**config.mk**
```make
export PLATFORM = sky130hd
export DESIGN_NAME = unidade_controle_multiciclo
export DESIGN_NICKNAME = d
export VERILOG_FILES = /design/src/rtl/unidade_controle_multiciclo_pkg.sv /design/src/rtl/unidade_controle_multiciclo_contador_espera.sv /design/src/rtl/unidade_controle_multiciclo.sv
export SDC_FILE = /design/constraint.sdc
export NUM_CORES = 1
export LEC_CHECK = 0
export CAP_MARGIN = 20
export CORE_MARGIN = 4
export CORE_UTILIZATION = 43
export DETAILED_ROUTE_END_ITERATION = 10
export PLACE_DENSITY = 0.78
export SYNTH_ARGS = -nofsm -noshare
export SYNTH_HDL_FRONTEND = slang
export SYNTH_SLANG_ARGS = --single-unit
```
**constraint.sdc**
```tcl
create_clock -name clk -period 2.1 [get_ports clk]
set_input_delay 0.21 -clock clk [delete_from_list [all_inputs] [get_ports clk]]
set_output_delay 0.21 -clock clk [all_outputs]
set_load 0.02 [all_outputs]
```
**src/rtl/unidade_controle_multiciclo_pkg.sv**
```systemverilog
// pacote_controle: opcodes, state encodings and control field codes shared by the multicycle controller
package pacote_controle;
    localparam logic [6:0] OP_R   = 7'b0110011;
    localparam logic [6:0] OP_LW  = 7'b0000011;
    localparam logic [6:0] OP_SW  = 7'b0100011;
    localparam logic [6:0] OP_BEQ = 7'b1100011;
    localparam logic [6:0] OP_NOP = 7'b0000000;

    typedef enum logic [3:0] {
        BUSCA       = 4'd0,
        DECODIFICA  = 4'd1,
        CALC_END    = 4'd2,
        LE_MEM      = 4'd3,
        ESCRITA_LW  = 4'd4,
        ESCREVE_MEM = 4'd5,
        EXEC_R      = 4'd6,
        ESCRITA_R   = 4'd7,
        BRANCH      = 4'd8,
        ERRO        = 4'd9
    } estado_t;

    localparam logic [1:0] SRCA_PC     = 2'b00;
    localparam logic [1:0] SRCA_RS1    = 2'b01;
    localparam logic [1:0] SRCA_PCANT  = 2'b10;
    localparam logic [1:0] SRCB_RS2    = 2'b00;
    localparam logic [1:0] SRCB_4      = 2'b01;
    localparam logic [1:0] SRCB_IMM    = 2'b10;
    localparam logic [1:0] ALU_ADD     = 2'b00;
    localparam logic [1:0] ALU_SUB     = 2'b01;
    localparam logic [1:0] ALU_FUNCT   = 2'b10;
    localparam logic [1:0] CAUSA_NADA  = 2'b00;
    localparam logic [1:0] CAUSA_ILEG  = 2'b01;
    localparam logic [1:0] CAUSA_TEMPO = 2'b10;
endpackage

```
**src/rtl/unidade_controle_multiciclo_contador_espera.sv**
```systemverilog
// contador_espera: counts memory wait cycles and flags a timeout when the limit is reached
module contador_espera #(
    parameter int TIMEOUT_MEM = 15,
    parameter int LARG_CONT   = 4
) (
    input  logic clk,
    input  logic reset,
    input  logic conta,
    output logic estouro
);
    logic [LARG_CONT-1:0] cont;

    always_comb begin
        estouro = (TIMEOUT_MEM != 0) && conta && (cont == LARG_CONT'(TIMEOUT_MEM));
    end

    always_ff @(posedge clk) begin
        if (reset || !conta || estouro)
            cont <= '0;
        else
            cont <= cont + LARG_CONT'(1);
    end
endmodule

```
**src/rtl/unidade_controle_multiciclo.sv**
```systemverilog
// unidade_controle_multiciclo: multicycle RISC-V control FSM with memory handshake and timeout watchdog
module unidade_controle_multiciclo
    import pacote_controle::*;
#(
    parameter int TIMEOUT_MEM = 15,
    parameter int LARG_CONT   = 4
) (
    input  logic       clk,
    input  logic       reset,
    input  logic [6:0] opcode,
    input  logic       mem_pronta,
    output logic       escrevePC,
    output logic       escreveIR,
    output logic       louD,
    output logic       leMem,
    output logic       escreveMem,
    output logic       escreveReg,
    output logic       enviaMemParaReg,
    output logic [1:0] ALUSrcA,
    output logic [1:0] ALUSrcB,
    output logic [1:0] codigoALU,
    output logic       sinalBranch,
    output logic       fontePC,
    output logic       instr_concluida,
    output logic       erro,
    output logic [1:0] causa_erro,
    output logic [3:0] estado
);
    estado_t atual, proximo;
    logic    emMem, estouro;

    always_comb begin
        emMem = atual == BUSCA || atual == LE_MEM || atual == ESCREVE_MEM;
    end

    contador_espera #(.TIMEOUT_MEM(TIMEOUT_MEM), .LARG_CONT(LARG_CONT)) uEspera (
        .clk(clk),
        .reset(reset),
        .conta(emMem && !mem_pronta),
        .estouro(estouro)
    );

    always_comb begin
        proximo = atual;
        case (atual)
            BUSCA:       proximo = mem_pronta ? DECODIFICA : estouro ? ERRO : BUSCA;
            DECODIFICA:  proximo = opcode == OP_R ? EXEC_R :
                                   (opcode == OP_LW || opcode == OP_SW) ? CALC_END :
                                   opcode == OP_BEQ ? BRANCH :
                                   opcode == OP_NOP ? BUSCA : ERRO;
            CALC_END:    proximo = opcode == OP_LW ? LE_MEM : ESCREVE_MEM;
            LE_MEM:      proximo = mem_pronta ? ESCRITA_LW : estouro ? ERRO : LE_MEM;
            ESCREVE_MEM: proximo = mem_pronta ? BUSCA : estouro ? ERRO : ESCREVE_MEM;
            EXEC_R:      proximo = ESCRITA_R;
            ESCRITA_LW, ESCRITA_R, BRANCH: proximo = BUSCA;
            ERRO:        proximo = ERRO;
            default:     proximo = ERRO;
        endcase
    end

    // Write strobes are gated by reset so an aborted instruction never commits state
    always_comb begin
        estado          = atual;
        leMem           = atual == BUSCA || atual == LE_MEM;
        louD            = atual == LE_MEM || atual == ESCREVE_MEM;
        enviaMemParaReg = atual == ESCRITA_LW;
        fontePC         = atual == BRANCH;
        escrevePC       = !reset && atual == BUSCA && mem_pronta;
        escreveIR       = !reset && atual == BUSCA && mem_pronta;
        escreveMem      = !reset && atual == ESCREVE_MEM;
        escreveReg      = !reset && (atual == ESCRITA_LW || atual == ESCRITA_R);
        sinalBranch     = !reset && atual == BRANCH;
        instr_concluida = !reset && (atual == ESCRITA_LW || atual == ESCRITA_R || atual == BRANCH ||
                          (atual == ESCREVE_MEM && mem_pronta) || (atual == DECODIFICA && opcode == OP_NOP));
        ALUSrcA         = atual == DECODIFICA ? SRCA_PCANT :
                          (atual == CALC_END || atual == EXEC_R || atual == BRANCH) ? SRCA_RS1 : SRCA_PC;
        ALUSrcB         = atual == BUSCA ? SRCB_4 :
                          (atual == DECODIFICA || atual == CALC_END) ? SRCB_IMM : SRCB_RS2;
        codigoALU       = atual == EXEC_R ? ALU_FUNCT : atual == BRANCH ? ALU_SUB : ALU_ADD;
    end

    always_ff @(posedge clk) begin
        if (reset) begin
            atual      <= BUSCA;
            erro       <= 1'b0;
            causa_erro <= CAUSA_NADA;
        end else begin
            atual <= proximo;
            if (!erro && proximo == ERRO) begin
                erro       <= 1'b1;
                causa_erro <= estouro ? CAUSA_TEMPO : CAUSA_ILEG;
            end
        end
    end
endmodule

```
==> impl_results.md <==
- LEAKAGE: 0.580 nW
- F_max: 499 MHz
- Average routed wire per standard cell: 14.1 um
- Worst VDD drop: 0.000386 V
- Synth Area in Simple Gates: 0.381
- Largest net degree at the start of global routing: 17
- Synth Area in Adders: 0.0141
- Synth cell types: 42
- Post-Syn Area per Cell: 7.77 sq um
- Fillers: 183
- Setup TNS Final: 0 ns
- Fin. max-slew vios: 0
- Met3 Use GR: 0.0254
- GPL Wtd Cong: 0.881
- Most frequent cells in the layout: clkdlybuf4s50_1, buf_4, nor2_1, nor3_1, dfxtp_1
- Core area: 1960 sq um
- Worst slew pin tran: 0.440 ns
- Share of cells above drive strength 1: 0.194
- Final min period: 2.00 ns
- PortBufs: 32
- HP Class: flip-flop to flip-flop
- Pwr dens: 555 nW/um^2
- WP data required: 1.89 ns
- # setup viols final: 0
- P&R area growth vs syn: 53.5%
- DP HPWL: 2.05 mm
- Pwr Total: 0.754 mW
- Slowest-stage cell, CP: clkdlybuf4s50_1
- Critical path class: flip-flop to output port
- Fin nets: 167
- IO Pins: 33
- Ys flop type: dfxtp_1
- Final worst path period share: 0.954
- Total Wirelength: 2.57 mm
- Placement Cell Area: 1310 sq um
- # diodes: 0
- Die area: 2850 sq um
- Grt ovf: 0
- Clk buf depth: 2
- Row cnt: 16
- Synth Area in Compound Gates: 0.202
- Max FO, Critical Path: 5
- First-pass DRT Iterations: 4
- Worst path top cell family by delay: buffers and inverters
- GRT Overall Usage: 0.197
- Clk sinks: 11
- Routed via count: 1011
- Xor/xnor share of the synthesized area: 0.0494
- Largest cells by area after synthesis: dfxtp_1, nor3_1, nor2_1
- Initial DRC count: 41
- RSZ-0062 raised after global routing: no
- Worst slew margin: 0.706
- Post-synth EDFFs: 0
- Max-Cap Viols: 0
- FF+latch count, synth: 11
- Hold buffers post-CTS: 0
- Clock transition at path regs: 0.07 ns
- Yosys warnings: 0
- Final hold violation count: 0
- Drt via density: 5.55
- Status: complete, no violations
- Cell area after synthesis: 886 sq um
- Met1 Usage GRT: 0.218
- Hold slack: 0.454 ns
- Die Y-Extent: 53.4 um
- Num CTS Buffers: 3
- Area share of the largest cell type after synthesis: 0.249
- Critical Path End Type: output port
- Commonest non-fill, non-tap cell in the layout: clkdlybuf4s50_1
- Synth Instances: 114
- Post-synth top area cell: dfxtp_1
- Worst path bufs/invs: 2
- Initial antenna violation count: 0
- Post-synth net total: 125
- Async SR Flop Fraction: 0
- Vias in the first global route: 965
- WP data arrival: 1.79 ns
- CP cell instances: buf_4 -> nand2b_1 -> nor3b_1 -> clkdlybuf4s50_1
- Mux contribution to synthesized area: 0.0254
- Critical path's largest stage delay: 0.64 ns
- GR peak layer: met2
- Setup Fix Bufs, Post-CTS: 0
- Largest family of logic cells by synthesized area: simple AND/OR/NAND/NOR gates
- Final Core Density: 0.693
- Final Cell Area: 1360 sq um
- Sequential share of the synthesized area: 0.249
- First-pass GRT wire length: 4.25 mm
- Clk_lat worst skew: 0.26 ns
- Startpoint types: flip-flop
- Clk root buf: clkbuf_4
- Initial core utilization: 0.452
- CTS tree: yes
- H-tree levels: 1
- Skew final: 0.00147 ns
- Detail Route Antenna Nets: 0
- DRC errors left: 0
- Chip width: 53.4 um
- Met2 Track Usage GR: 0.382
[cell families (layout without fill, tap and decap cells)]
| logic type | after synthesis | count (layout) |
|---|---|---|
| mux | 2 | 2 |
| compound gates | 25 | 25 |
| xor+xnor | 5 | 5 |
| simple gates | 57 | 57 |
| flops | 11 | 11 |
| buf+inv | 13 | 54 |
| fa+ha+maj | 1 | 1 |
[sequential cells by signal, summed over array words and instances (netlist names)]
name and flops:
erro 1, uEspera.cont 4, estado 4, causa_erro 2
[metrics by stage]
step           instances  worst slack [ns]
2_1_floorplan        114            0.0274
3_3_place_gp         178            -0.153
3_5_place_dp         178            -0.172
4_1_cts              182            0.0313
5_1_grt              182           0.00416
6_report             182            0.0957
[metal layers]
| metal | up-vias | share of wire |
|---|---|---|
| met1 | 470 | 0.40 |
| met5 | - | 0 |
| met4 | 0 | 0.011 |
| met2 | 36 | 0.53 |
| li1 | 501 | - |
| met3 | 4 | 0.056 |
[final cells by class]
type,count,area [sq um],area share
multi-input cells,90,622,0.457
repair buffers,47,445,0.328
flip-flops and latches,11,221,0.163
well taps,27,33.8,0.0248
clock buffers,4,26.3,0.0193
inverters,3,11.3,0.00828
[where the power goes]
part | internal (mW) | switching, mW | leakage (nW)
clock network | 0.0733 | 0.0653 | 0.0150
registers | 0.226 | 0.0186 | 0.0902
logic | 0.184 | 0.187 | 0.475
total | 0.483 | 0.271 | 0.580
[synthesized netlist by cell type, types with 3 or more instances]
library cell,n
nand2_1,8
nand2b_1,3
nand3_1,4
a21oi_1,5
nor2_1,11
nor4_1,3
o31ai_1,3
buf_4,3
o21ai_0,4
inv_1,3
clkbuf_1,4
nor3_1,11
nor3b_1,4
xnor2_1,3
dfxtp_1,11
[worst register-to-register path, delay by kind of cell (launching register included)]
kind | cells | cell delay [ns]
AOI/OAI and AO/OA | 1 | 0.06
xor gates and xnor gates | 1 | 0.16
buffers and inverters | 1 | 0.23
DFF | 1 | 0.44
muxes | 1 | 0.20
and+or+nand+nor | 2 | 0.58
[repair_timing]
action	4_1_cts	5_1_grt
gates cloned	0	0
gates resized for setup	4	9
endpoints found under the setup margin	5	8
[worst paths after layout]
check,from,to,slack (ns),depth (start not counted)
worst max-delay path,estado[2]$_SDFF_PP0_,escreveMem,0.1,4
worst min-delay path,uEspera.cont[0]$_SDFF_PP0_,uEspera.cont[0]$_SDFF_PP0_,0.45,1
worst max register to register,estado[1]$_SDFF_PP0_,causa_erro[0]$_SDFFE_PP0P_,0.32,6
worst min register to register,uEspera.cont[0]$_SDFF_PP0_,uEspera.cont[0]$_SDFF_PP0_,0.45,1
No activity file was read; power rests on OpenSTA's default activity.
